<file path="src/rtl/dmux_sched.sv">
// Purpose: round-robin scheduler for a 1-to-3 demux; holds one word and grants it to an enabled, ready channel.
// Latency: word accepted at edge N is offered from cycle N+1; pass-through sustains 1 word/clk.
// Backpressure: in_ready drops while a held word has no eligible channel; words are never dropped.
// Optional: define DMUX_SCHED_CNT_EN to add per-channel transfer counters cnt0..cnt2.
module dmux_sched #(
    parameter int WIDTH = 16
) (
    input  logic             clk,
    input  logic             rst,
    input  logic [WIDTH-1:0] in_data,
    input  logic             in_valid,
    output logic             in_ready,
    input  logic [2:0]       ch_en,
    input  logic [2:0]       ch_ready,
    output logic [1:0]       sel,
    output logic [WIDTH-1:0] out_data,
    output logic [2:0]       out_valid
`ifdef DMUX_SCHED_CNT_EN
    ,
    output logic [WIDTH-1:0] cnt0,
    output logic [WIDTH-1:0] cnt1,
    output logic [WIDTH-1:0] cnt2
`endif
);

    typedef enum logic {IDLE = 1'b0, HOLD = 1'b1} state_t;

    state_t           state;
    logic [1:0]       rr_ptr;
    logic [WIDTH-1:0] hold_reg;
    logic             rdy_en;     // low during reset and the first cycle after release
    logic [2:0]       elig;
    logic             gnt_vld;
    logic [1:0]       gnt_idx;
    logic [1:0]       gnt_next;
    logic             transfer;
    logic             accept;

    // Grant search: first eligible channel in order rr_ptr, rr_ptr+1, rr_ptr+2 (mod 3)
    always_comb begin
        elig    = ch_en & ch_ready;
        gnt_vld = 1'b0;
        gnt_idx = 2'd0;
        case (rr_ptr)
            2'd1: begin
                if (elig[1])      begin gnt_vld = 1'b1; gnt_idx = 2'd1; end
                else if (elig[2]) begin gnt_vld = 1'b1; gnt_idx = 2'd2; end
                else if (elig[0]) begin gnt_vld = 1'b1; gnt_idx = 2'd0; end
            end
            2'd2: begin
                if (elig[2])      begin gnt_vld = 1'b1; gnt_idx = 2'd2; end
                else if (elig[0]) begin gnt_vld = 1'b1; gnt_idx = 2'd0; end
                else if (elig[1]) begin gnt_vld = 1'b1; gnt_idx = 2'd1; end
            end
            default: begin
                if (elig[0])      begin gnt_vld = 1'b1; gnt_idx = 2'd0; end
                else if (elig[1]) begin gnt_vld = 1'b1; gnt_idx = 2'd1; end
                else if (elig[2]) begin gnt_vld = 1'b1; gnt_idx = 2'd2; end
            end
        endcase
    end

    // Pointer moves just past the granted channel, wrapping 2 -> 0 so it never reaches 3
    always_comb begin
        gnt_next = (gnt_idx == 2'd2) ? 2'd0 : gnt_idx + 2'd1;
    end

    // Outputs follow state and live channel status; reset state forces idle values at once
    always_comb begin
        transfer  = (state == HOLD) && gnt_vld;
        in_ready  = rdy_en && ((state == IDLE) || transfer);
        accept    = in_valid && in_ready;
        sel       = transfer ? gnt_idx : 2'b11;
        out_valid = transfer ? (3'b001 << gnt_idx) : 3'b000;
        out_data  = (state == HOLD) ? hold_reg : '0;
    end

    // Hold-register FSM: capture in IDLE, release on grant, refill on same-cycle accept
    always_ff @(posedge clk or posedge rst) begin
        if (rst) begin
            state    <= IDLE;
            rr_ptr   <= 2'd0;
            hold_reg <= '0;
            rdy_en   <= 1'b0;
        end else begin
            rdy_en <= 1'b1;
            case (state)
                IDLE: begin
                    if (accept) begin
                        hold_reg <= in_data;
                        state    <= HOLD;
                    end
                end
                default: begin
                    if (transfer) begin
                        rr_ptr <= gnt_next;
                        if (accept) begin
                            hold_reg <= in_data;
                        end else begin
                            state <= IDLE;
                        end
                    end
                end
            endcase
        end
    end

`ifdef DMUX_SCHED_CNT_EN
    // Per-channel transfer counters, free-running with natural wrap
    always_ff @(posedge clk or posedge rst) begin
        if (rst) begin
            cnt0 <= '0;
            cnt1 <= '0;
            cnt2 <= '0;
        end else if (transfer) begin
            case (gnt_idx)
                2'd0:    cnt0 <= cnt0 + 1'b1;
                2'd1:    cnt1 <= cnt1 + 1'b1;
                default: cnt2 <= cnt2 + 1'b1;
            endcase
        end
    end
`endif

endmodule
</file>
<file path="config.mk">
export PLATFORM = sky130hd
export DESIGN_NAME = dmux_sched
export DESIGN_NICKNAME = d
export VERILOG_FILES = /design/src/rtl/dmux_sched.sv
export SDC_FILE = /design/constraint.sdc
export NUM_CORES = 1
export LEC_CHECK = 0
export ABC_AREA = 1
export BUFFER_PORTS_ARGS = -buffer_cell sky130_fd_sc_hd__buf_2
export CAP_MARGIN = 10
export CORE_AREA = 2 2 53 55
export CTS_CLUSTER_DIAMETER = 60
export DETAILED_ROUTE_END_ITERATION = 6
export DIE_AREA = 0 0 55 57
export GPL_ROUTABILITY_DRIVEN = 0
export PLACE_DENSITY_LB_ADDON = 0.1
export SLEW_MARGIN = 40
export SYNTH_ARGS = -nofsm -noshare
export SYNTH_HDL_FRONTEND = slang
export SYNTH_SLANG_ARGS = --single-unit
</file>
<file path="constraint.sdc">
create_clock -name clk -period 1.9 [get_ports clk]
set_clock_uncertainty 0.15 [all_clocks]
set_input_delay 0.19 -clock clk [delete_from_list [all_inputs] [get_ports clk]]
set_output_delay 0.19 -clock clk [all_outputs]
set_load 0.05 [all_outputs]
</file>
### Word level (Yosys, flattened, before mapping)

Cells that the tools add are included.

| word-level totals | value |
|---|---|
| output and inout port bits | 22 |
| bits in latches | 0 |
| ROM bits | 0 |
| input port bits | 25 |
| memories | 0 |
| word-level logic and storage cells | 44 |
| flip-flop bits (word level) | 20 |
| RAM bits | 0 |

| cells by class | value |
|---|---|
| multiply operators | 0 |
| add/sub/neg operators | 1 |
| $lt $le $gt $ge | 0 |
| shift-type cells | 1 |
| divide/modulo/power cells | 0 |
| reductions and logical operators | 5 |
| mux-type cells | 27 |
| equality and inequality tests | 4 |
| bitwise operators | 2 |

Operators by type and width:

| operator | count |
|---|---|
| $mux 16 | 4 |
| $mux 1 | 14 |
| $mux 2 | 6 |
| $eq 2x2->1 const B | 2 |
| $pmux 2 s2 | 1 |
| $and 3x3->3 | 1 |
| $logic_and 1x1->1 | 3 |
| $mux 3 | 1 |
| $shl 1x2->3 const A | 1 |
| $add 2x1->2 const B | 1 |
| $eq 2x1->1 const B | 1 |
| $ne 2x1->1 const B | 1 |
| $pmux 1 s2 | 1 |
| $reduce_and 2->1 | 1 |
| $logic_or 1x1->1 | 1 |
| $not 1->1 | 1 |

### Depth between registers and ports, before layout

Gate-level depths: netlist of run 1.

| depth | value |
|---|---|
| depth in word-level cells | 12 |
| gate-level depth with buffers | 10 |
| gate-level depth less buffers | 9 |

### Worst setup path after synthesis of run 1

No wires, ideal clock.

| timing | value |
|---|---|
| path kind | register to output |
| start point | register rr_ptr[0] |
| end point | output out_valid[2] |
| cell stages (with the launch flop) | 9 |
| buffers on the path | 0 |
| path slack | -0.566 ns |
| data arrival time | 2.126 ns |
| path through | dfrtp_1 inv_1 ha_1 nor2_2 nand2_2 nand3_1 inv_1 nand2_1 nor2_1 |

| between the ends | value |
|---|---|
| word-level cells in the longest chain between the ends | 4 |
| elaborated cells between the ends (all ways) | 7 |
| classes of those cells | eq/ne (2); shift (1); mux (3); reduce/logical (1) |

RTL lines:

| what | RTL line | RTL |
|---|---|---|
| from (decl) | 29 | `logic [1:0] rr_ptr;` |
| from (signal assigned) | 96 | `rr_ptr <= gnt_next;` |
| $eq 2x2->1 / $eq 2x1->1 (equally long branches) | 44 | `case (rr_ptr)` |
| $pmux 2 s2 / $pmux 1 s2 (equally long branches) | 44 |  |
| $shl 1x2->3 / $logic_and 1x1->1 (equally long branches) | 74, 70 |  |
| $mux 3 (*) | 74 | `out_valid = transfer ? (3'b001 << gnt_idx) : 3'b000;` |
| to (decl) | 17 | `output logic [2:0] out_valid` |

Mark *: on every way between the ends. The rest lies on a longest branch, timed or not.

### Final worst setup path of run 1

| timing | value |
|---|---|
| start point | register rr_ptr[1] |
| end point | output out_valid[2] |

The elaborated chain is that of the path after synthesis.

==> flow_summary.ini, run 1 <==
[worst_setup_path]
critical_path.startpoint = rr_ptr[1]$_DFFE_PP0P_
regToRegEndpoint = hold_reg[6]$_DFFE_PP0P_
worstPathArrival_ns = 1.75
setup.worst_path.end = out_valid[2]
crit_path_start_kind = flip-flop
rr_startpoint = rr_ptr[1]$_DFFE_PP0P_
critical_path.endpoint_type = output port
reg2reg_depth = 9
path_class = reg -> out
timing.critical_path.required_ns = 1.56
rrSetupSlack_ns = 0.09
crit_path_max_fanout = 4

[cells_and_area]
num-nets-final = 251
max_reg_flops = 16
final_layout_size_suffix_gt1_share_pct = 38.6
summed_area_of_non_filler_cells_in_the_final_layout_um2 = 1820
syn_to_final_growth_pct = 58.0
post-route-util_pct = 69.6
fin_cells = 254
n_fill_cell = 232
n_antenna_cell = 0

[detailed_routing]
detailedRoute.firstIterationViolations = 17
drc_errors = 0
num_vias = 1219
vias_per_cell = 4.80
detail_route_antenna_nets = 0
drt_wl_total_um = 3020
detail_route.first_pass.iterations = 4
average_wire_per_cell_in_the_routed_design_um = 11.9

[floorplanning]
die_height_um = 57
initial_utilization_pct = 44.1
rows = 19
die_width_um = 55
core_area_um2 = 2620
floorplan.io_pins = 47
floorplan.die_area_um2 = 3140

[yosys]
synth.ff_latch_count = 20
synth_cell_types = 21
cell_type_with_the_largest_total_area_after_synthesis = dfrtp_1
post_synth_inst_count = 157
postSynthNetCount = 184
post-synth-top-area-fraction_pct = 43.4
synth_seq_area_share_pct = 43.4
yosysWarningCount = 0
syn_area_per_cell_um2 = 7.34
yosys-top-cells-area = dfrtp_1 (43%), nand2_1 (21%), nand4_1 (9.2%)
netlist_area_um2 = 1150

[cts]
clock_tree.root_cell = clkbuf_4
cts_tree = done
clk_latency_ns = 0.31
cts_max_path_buffers = 2
numCtsBuffers = 3
clk_slew_on_worst_s_h_paths_ns = 0.13
clkSinkCount = 20
h-tree-depth = 1

[placement]
numPlacedInstances = 231
post-place-ws_ns = -0.00669
numPortBuffers = 46
dp_hpwl_um = 1890
dpl-instance-area_um2 = 1430

[global_routing]
grt_pass1_vias = 1078
number_of_antenna_violations_at_the_first_check_in_global_routing = 0
first_pass_grt_wire_length_um = 4600
grt.overflow.total = 0
groute.usage.overall_pct = 20.2
grt_max_degree = 21

[sta]
min_period_over_period_pct = 110
grt_setup_unrepaired = true
final_critical_path_setup_slack_ns = -0.190
worst-slew-pin-transition_ns = 0.726
timing.slew.headroom_pct = 51.3
fin_crit_ns = 2.09
maxSlewViolCount = 0
setup_viol_count_final = 6
setup_total_negative_slack_ns = -0.813
max_freq_mhz = 478
hold-worst-slack_ns = 0.157
hold_viol_final = 0

[pwr]
ir_worst_vdd_mv = 1.06
finalPower_mw = 2.79
pwr_density_cell_nw_per_um2 = 1530
static-leakage-power_nw = 1.08

[worst_hold_path]
hold_path.class = in -> reg
min_from = ch_ready[1]

[run_status]
outcome = complete, but fails checks
violations = negative setup slack

[job]
maxCapViolCount = 0
## placed cells by master (no fill, tap or decap)
cell type,Yosys,layout
a21boi_2,0,1
nand2_8,1,1
dfrtp_2,0,1
nand4_1,17,17
conb_1,1,1
nand2_1,65,59
dfrtp_1,20,19
dlygate4sd3_1,0,17
nand3_4,1,3
nand3_1,4,1
buf_6,1,2
a21oi_1,1,1
bufinv_16,0,1
clkinv_1,0,1
clkbuf_4,1,3
buf_4,0,6
ha_4,0,2
inv_4,0,1
inv_1,28,21
inv_2,0,5
nand3_2,1,3
nor2_4,0,4
nand2_4,1,3
buf_2,4,40
buf_8,0,4
nand2_2,2,6
## critical path, cell delays in order (launching register included)
cell and delay [ns]:
dfrtp_2 0.46, ha_4 0.30, nor2_4 0.04, nand2_4 0.08, nand4_1 0.14, buf_4 0.18
nor2_4 0.08, buf_8 0.15
## routing by layer
metal  wire [µm]  global-route usage [%]
met4          24                    6.62
met2        1630                    35.9
met3         129                    3.40
met1        1230                    24.0
met5           0                       0
## Yosys cell counts
master / instances
buf_1: 1
buf_2: 4
nand4_1: 17
clkbuf_4: 1
a21boi_0: 1
dfrtp_1: 20
buf_6: 1
clkbuf_1: 1
nand3_4: 1
nand2_1: 65
nand2_2: 2
nand2_4: 1
nand2_8: 1
conb_1: 1
nand3_1: 4
ha_1: 2
inv_1: 28
nand3_2: 1
nor2_2: 1
a21oi_1: 1
nor2_1: 3
## timing repair
action | 4_1_cts | 5_1_grt
setup buffers | 0 | 1
gates resized for setup | 31 | 13
hold buffers | 17 | 0
pin swaps | 4 | 9
hold endpoints to repair | 36 | 0
cloned | 0 | 1
endpoints found under the setup margin | 6 | 22
## power breakdown
part | internal (mW) | switching, mW | leakage, nW
combinational | 0.567 | 1.18 | 0.804
clock | 0.213 | 0.139 | 0.0279
sequential | 0.586 | 0.101 | 0.246
## final cells by class
cell class	instances	area [µm²]	share of cell area, %
well taps	31	38.8	2.13
clock inverters	1	30.0	1.65
inverters	28	108	5.91
flip-flops and latches	20	502	27.6
clock buffers	3	22.5	1.24
multi-input cells	102	622	34.2
repair buffers	69	498	27.4
## worst min path at each step
| stage | end | slack (ns) | cells after the start |
|---|---|---|---|
| final | rr_ptr[1]$_DFFE_PP0P_ | 0.16 | 5 |
| after global routing | rr_ptr[1]$_DFFE_PP0P_ | 0.17 | 5 |
| after CTS | hold_reg[2]$_DFFE_PP0P_ | 0.14 | 3 |
| after detailed placement | hold_reg[8]$_DFFE_PP0P_ | 0.21 | 2 |
| after global placement | rr_ptr[0]$_DFFE_PP0P_ | 0.21 | 2 |
| after floorplan | hold_reg[0]$_DFFE_PP0P_ | 0.004 | 1 |
## logic make-up (layout without fill, tap and decap cells)
| logic type | after synthesis | in the layout | share of synthesized area [%] |
|---|---|---|---|
| simple gates | 96 | 97 | 39.8 |
| buf+inv | 36 | 101 | 13.1 |
| flops | 20 | 20 | 43.4 |
| fa+ha+maj | 2 | 2 | 2.17 |
| compound gates | 2 | 2 | 1.09 |
| other cells | 1 | 1 | 0.325 |
No activity file was read; power rests on OpenSTA's default activity.
==> run 2, diff against run 1 <==
ABC_AREA = default   (was 1)
CORE_AREA = 2 2 52 54   (was 2 2 53 55)
DIE_AREA = 0 0 54 56   (was 0 0 55 57)
PLACE_DENSITY = 0.87   (was default)
PLACE_DENSITY_LB_ADDON = default   (was 0.1)
==> flow_summary.ini, run 2 <==
[run_status]
outcome = complete, but fails checks
violations = negative setup slack

[yosys]
yosys_most_used_dff = dfrtp_1
yosys.cell_count.top_type = dfrtp_1
synthArstFlopShare_pct = 100
synth_enable_flop_cells = 0
synth.ff_latch_count = 20
postSynthNetCount = 120
synth_cell_types = 30
yosysWarningCount = 0
cell_type_with_the_largest_total_area_after_synthesis = dfrtp_1
post_synth_inst_count = 93
ys_top_cells_by_count = dfrtp_1 (20), and2_1 (18), mux2_4 (10)
syn_area_per_cell_um2 = 11.8
yosys-top-cells-area = dfrtp_1 (46%), mux2_4 (14%), and2_1 (10%)
synth_seq_area_share_pct = 45.6
post-synth-top-area-fraction_pct = 45.6
netlist_area_um2 = 1100

[global_routing]
first_pass_grt_wire_length_um = 4570
grt.overflow.total = 0
number_of_antenna_violations_at_the_first_check_in_global_routing = 0
grt_pass1_vias = 1022
grt_max_degree = 21
groute.usage.overall_pct = 20.5

[worst_setup_path]
reg2reg_depth = 7
path_class = reg -> out
crit_path_max_fanout = 6
setup.worst_path.end = sel[0]
critical_path.endpoint_type = output port
regToRegEndpoint = hold_reg[1]$_DFFE_PP0P_
worstPathArrival_ns = 2.01
rr_startpoint = rr_ptr[0]$_DFFE_PP0P_
rrSetupSlack_ns = -0.12
crit_path_start_kind = flip-flop
timing.critical_path.required_ns = 1.56
critical_path.startpoint = rr_ptr[0]$_DFFE_PP0P_

[floorplanning]
die_height_um = 56
floorplan.io_pins = 47
core_area_um2 = 2430
initial_utilization_pct = 45.2
rows = 18
floorplan.die_area_um2 = 3020
die_width_um = 54

[sta]
fin_crit_ns = 2.35
hold_viol_final = 0
setup_total_negative_slack_ns = -3.80
timing.slew.headroom_pct = 53.1
final_critical_path_setup_slack_ns = -0.448
setup_viol_count_final = 22
maxSlewViolCount = 0
worst-slew-pin-transition_ns = 0.699
grt_setup_unrepaired = true
min_period_over_period_pct = 124
max_freq_mhz = 426

[cells_and_area]
final-seq-area_um2 = 500
n_antenna_cell = 0
max_reg_flops = 16
layout.cells.most_common = buf_2
summed_area_of_non_filler_cells_in_the_final_layout_um2 = 1810
multiInputGateArea_um2 = 683
n_fill_cell = 148
most-common-layout-cells = buf_2 (40), dfrtp_1 (20), and2_1 (17), dlygate4sd3_1 (17), mux2_4 (10)
num-nets-final = 195
syn_to_final_growth_pct = 65.0
final_layout_size_suffix_gt1_share_pct = 55.4

[detailed_routing]
drt_wl_total_um = 2920
num_vias = 1013
vias_per_cell = 5.17
detail_route_antenna_nets = 0
average_wire_per_cell_in_the_routed_design_um = 14.9
drc_errors = 0
detail_route.first_pass.iterations = 4
detailedRoute.firstIterationViolations = 10

[pwr]
power.switching_fraction_pct = 47.7
p_sw_mw = 1.41
ir_worst_vdd_mv = 1.32
combinationalPowerShare_pct = 68.3
static-leakage-power_nw = 0.862
pwr_density_cell_nw_per_um2 = 1630
p_int_mw = 1.55
p_clk_share_pct = 6.5
p_seq_share_pct = 25.2

[cts]
h-tree-depth = 1
clkSinkCount = 20
cts_max_path_buffers = 2
cts_tree = done
clk_slew_on_worst_s_h_paths_ns = 0.10
numCtsBuffers = 3
clk_latency_ns = 0.28
clock_tree.root_cell = clkbuf_4

[placement]
dp_hpwl_um = 1930
dpl-instance-area_um2 = 1550
numPortBuffers = 46

[job]
maxCapViolCount = 0

[worst_hold_path]
hold_path.class = in -> reg
## run 2: critical path: stages, from the launching register on
cell and delay [ns]:
dfrtp_1 0.44, inv_2 0.06, ha_4 0.25, o211a_1 0.24, and2_4 0.18, or3_1 0.38, buf_6 0.17
## run 2: worst min-delay path by stage
stage / to / slack (ns) / cells after the start / start
2_1_floorplan: hold_reg[0]$_DFFE_PP0P_ / 0.004 / 1 / rst
3_3_place_gp: hold_reg[7]$_DFFE_PP0P_ / 0.18 / 2 / rst
3_5_place_dp: hold_reg[7]$_DFFE_PP0P_ / 0.20 / 2 / rst
4_1_cts: state$_DFF_PP0_ / 0.01 / 3 / in_valid
5_1_grt: state$_DFF_PP0_ / 0.02 / 3 / in_valid
6_report: state$_DFF_PP0_ / 0.02 / 3 / in_valid
## run 2: per-stage QoR
step | hold slack (ns) | std cells | total power [mW] | utilization, % | worst slack [ns]
floorplan | 0.00383 | 93 | 2.13 | - | -0.335
global placement | 0.182 | 174 | 2.54 | 63.7 | -0.0926
detailed placement | 0.201 | 174 | 2.60 | 63.7 | -0.145
CTS | 0.0108 | 196 | 2.93 | 74.2 | -0.422
global route | 0.0152 | 196 | 3.10 | 74.5 | -0.522
finish | 0.0171 | 196 | 2.95 | 74.5 | -0.448
## run 2: layer usage
metal	routed length [µm]	GRT usage (%)
met1	1180	23.8
met5	0	0
met2	1520	36.8
met4	48	7.86
met3	169	2.42
## run 2: cell families (layout without fill, tap and decap cells)
| group | after synthesis | after routing | share of synthesized area, % |
|---|---|---|---|
| DFF | 20 | 20 | 45.6 |
| adders and majority gates | 2 | 2 | 2.28 |
| buffers and inverters | 6 | 79 | 2.73 |
| other | 1 | 1 | 0.341 |
| and+or+nand+nor | 32 | 32 | 17.2 |
| AOI/OAI and AO/OA | 16 | 16 | 12.1 |
| muxes | 16 | 16 | 19.8 |
## run 2: cell type report
| type | instances | share of cell area [%] |
|---|---|---|
| repair buffers | 73 | 30.8 |
| flip-flops and latches | 20 | 27.6 |
| multi-input cells | 67 | 37.7 |
| clock buffers | 3 | 1.24 |
| well taps | 30 | 2.07 |
| inverters | 3 | 0.621 |
## run 2: timing repair
item | CTS | global route
setup buffers | 2 | 0
resized for setup | 16 | 2
hold buffers | 17 | 0
endpoints found under the hold margin | 36 | 0
endpoints found under the setup margin | 22 | 23
pin swaps | 1 | 0
## run 2: power groups by stage
stage	Clock (mW)	Sequential [mW]	Combinational, mW
2_1_floorplan	0	0.706	1.43
3_3_place_gp	0	0.727	1.81
3_5_place_dp	0	0.754	1.85
4_1_cts	0.192	0.744	1.99
5_1_grt	0.217	0.767	2.12
6_report	0.191	0.745	2.02
==> run 3, diff against run 2 <==
REMOVE_ABC_BUFFERS = 1   (was default)
==> flow_summary.ini, run 3 (synthesis gave the netlist of run 2 again) <==
[detailed_routing]
detailedRoute.firstIterationViolations = 9
detail_route_antenna_nets = 0
average_wire_per_cell_in_the_routed_design_um = 14.1
vias_per_cell = 5.07
drt_wl_total_um = 2830
detail_route.first_pass.iterations = 4
drc_errors = 0
num_vias = 1013

[worst_setup_path]
timing.critical_path.required_ns = 1.56
crit_path_max_fanout = 4
critical_path.endpoint_type = output port
crit_path_start_kind = flip-flop
path_class = reg -> out
rrSetupSlack_ns = -0.05
worstPathArrival_ns = 1.99

[sta]
setup_viol_count_final = 22
final_critical_path_setup_slack_ns = -0.430
max_freq_mhz = 429
fin_crit_ns = 2.33
hold_viol_final = 0
maxSlewViolCount = 0
grt_setup_unrepaired = true
min_period_over_period_pct = 123
worst-slew-pin-transition_ns = 0.681
setup_total_negative_slack_ns = -2.64
hold-worst-slack_ns = 0.241
timing.slew.headroom_pct = 54.3

[global_routing]
grt.met1_usage_pct = 19.9
number_of_antenna_violations_at_the_first_check_in_global_routing = 0
use_met3_pct = 1.88
first_pass_grt_wire_length_um = 4240
grt_pass1_vias = 1010
global_route.peak_usage_layer = met2
grt.met2_usage_pct = 36.8
groute.usage.overall_pct = 18.9
grt_max_degree = 21
grt.overflow.total = 0

[floorplanning]
rows = 18
die_height_um = 56
initial_utilization_pct = 45.2
die_width_um = 54
floorplan.io_pins = 47
floorplan.die_area_um2 = 3020
core_area_um2 = 2430

[cells_and_area]
n_fill_cell = 179
num-nets-final = 199
final_layout_size_suffix_gt1_share_pct = 54.7
layout.cells.most_common = buf_2
syn_to_final_growth_pct = 61.6
max_reg_flops = 16
most-common-layout-cells = buf_2 (40), dfrtp_1 (20), dlygate4sd3_1 (18)
post-route-util_pct = 73.0
n_antenna_cell = 0

[run_status]
violations = negative setup slack
outcome = complete, but fails checks

[cts]
cts_tree = done
clk_latency_ns = 0.29
cts_max_path_buffers = 2
numCtsBuffers = 3
h-tree-depth = 1
clk_slew_on_worst_s_h_paths_ns = 0.10
clkSinkCount = 20
clock_tree.root_cell = clkbuf_4

[pwr]
pwr_density_cell_nw_per_um2 = 1580
p_int_mw = 1.47
p_clk_share_pct = 6.9
power.switching_fraction_pct = 47.5
combinationalPowerShare_pct = 67.0
p_seq_share_pct = 26.1
p_sw_mw = 1.33
static-leakage-power_nw = 0.868
ir_worst_vdd_mv = 1.20

[placement]
numPortBuffers = 46
dp_hpwl_um = 1780

[worst_hold_path]
hold_path.class = in -> reg

[job]
maxCapViolCount = 0
## run 3: cell types whose count changed in the layout (fill, tap and decap cells not counted), moves of 2 or more
| cell | previous run | this run |
|---|---|---|
| buf_12 | 3 | 1 |
| buf_4 | 6 | 13 |
| buf_6 | 6 | 3 |
| nor4_4 | 2 | 0 |
| nor4_2 | 0 | 2 |
## run 3: final timing paths
kind,to,cells past startpoint,startpoint
setup reg to reg,hold_reg[13]$_DFFE_PP0P_,7,rr_ptr[1]$_DFFE_PP0P_
max in group asynchronous,hold_reg[0]$_DFFE_PP0P_,3,rst
setup / recovery,sel[0],7,rr_ptr[1]$_DFFE_PP0P_
min in group asynchronous,hold_reg[9]$_DFFE_PP0P_,3,rst
hold reg to reg,hold_reg[14]$_DFFE_PP0P_,1,hold_reg[14]$_DFFE_PP0P_
hold / removal,rr_ptr[0]$_DFFE_PP0P_,4,ch_ready[0]
## run 3: timing repair
item | CTS | global route
buffers inserted | 2 | 1
hold endpoints to repair | 37 | 0
gates resized for setup | 21 | 7
hold buffers | 18 | 0
pin swaps | 4 | 1
endpoints found under the setup margin | 22 | 23
## run 3: worst max-delay path: stages (launching register included)
cell and delay, ns:
dfrtp_1 0.41, inv_1 0.06, ha_2 0.18, buf_6 0.12, o211a_1 0.21, and2_4 0.17
or3_4 0.38, buf_8 0.16
## run 3: power by group through the flow
stage / combinational, mW / clock (mW) / sequential [mW]
6_report: 1.88 / 0.192 / 0.733
5_1_grt: 1.98 / 0.212 / 0.757
4_1_cts: 1.80 / 0.196 / 0.734
3_5_place_dp: 1.62 / 0 / 0.738
3_3_place_gp: 1.60 / 0 / 0.718
2_1_floorplan: 1.23 / 0 / 0.715
## run 3: stage by stage
| stage | cell area (µm²) | power [mW] | cells | setup slack, ns |
|---|---|---|---|---|
| global placement | 1440 | 2.31 | 176 | -0.190 |
| global route | 1780 | 2.95 | 200 | -0.487 |
| detailed placement | 1440 | 2.36 | 176 | -0.263 |
| CTS | 1730 | 2.73 | 199 | -0.430 |
| finish | 1780 | 2.80 | 200 | -0.430 |
| floorplan | 1080 | 1.94 | 90 | -1.37 |
## run 3: final cells by class
class	instances	area [µm²]	area share, %
repair buffers	77	562	31.6
inverters	3	11.3	0.634
flip-flops and latches	20	500	28.2
multi-input cells	67	642	36.2
well taps	30	37.5	2.11
clock buffers	3	22.5	1.27
## run 3: layer usage
layer | up-vias | routed length, µm | part of all wire, %
met3 | 4 | 162 | 5.7
met5 | - | 0 | 0
met2 | 37 | 1520 | 54
met4 | 0 | 24 | 0.85
met1 | 477 | 1120 | 40
li1 | 495 | - | -
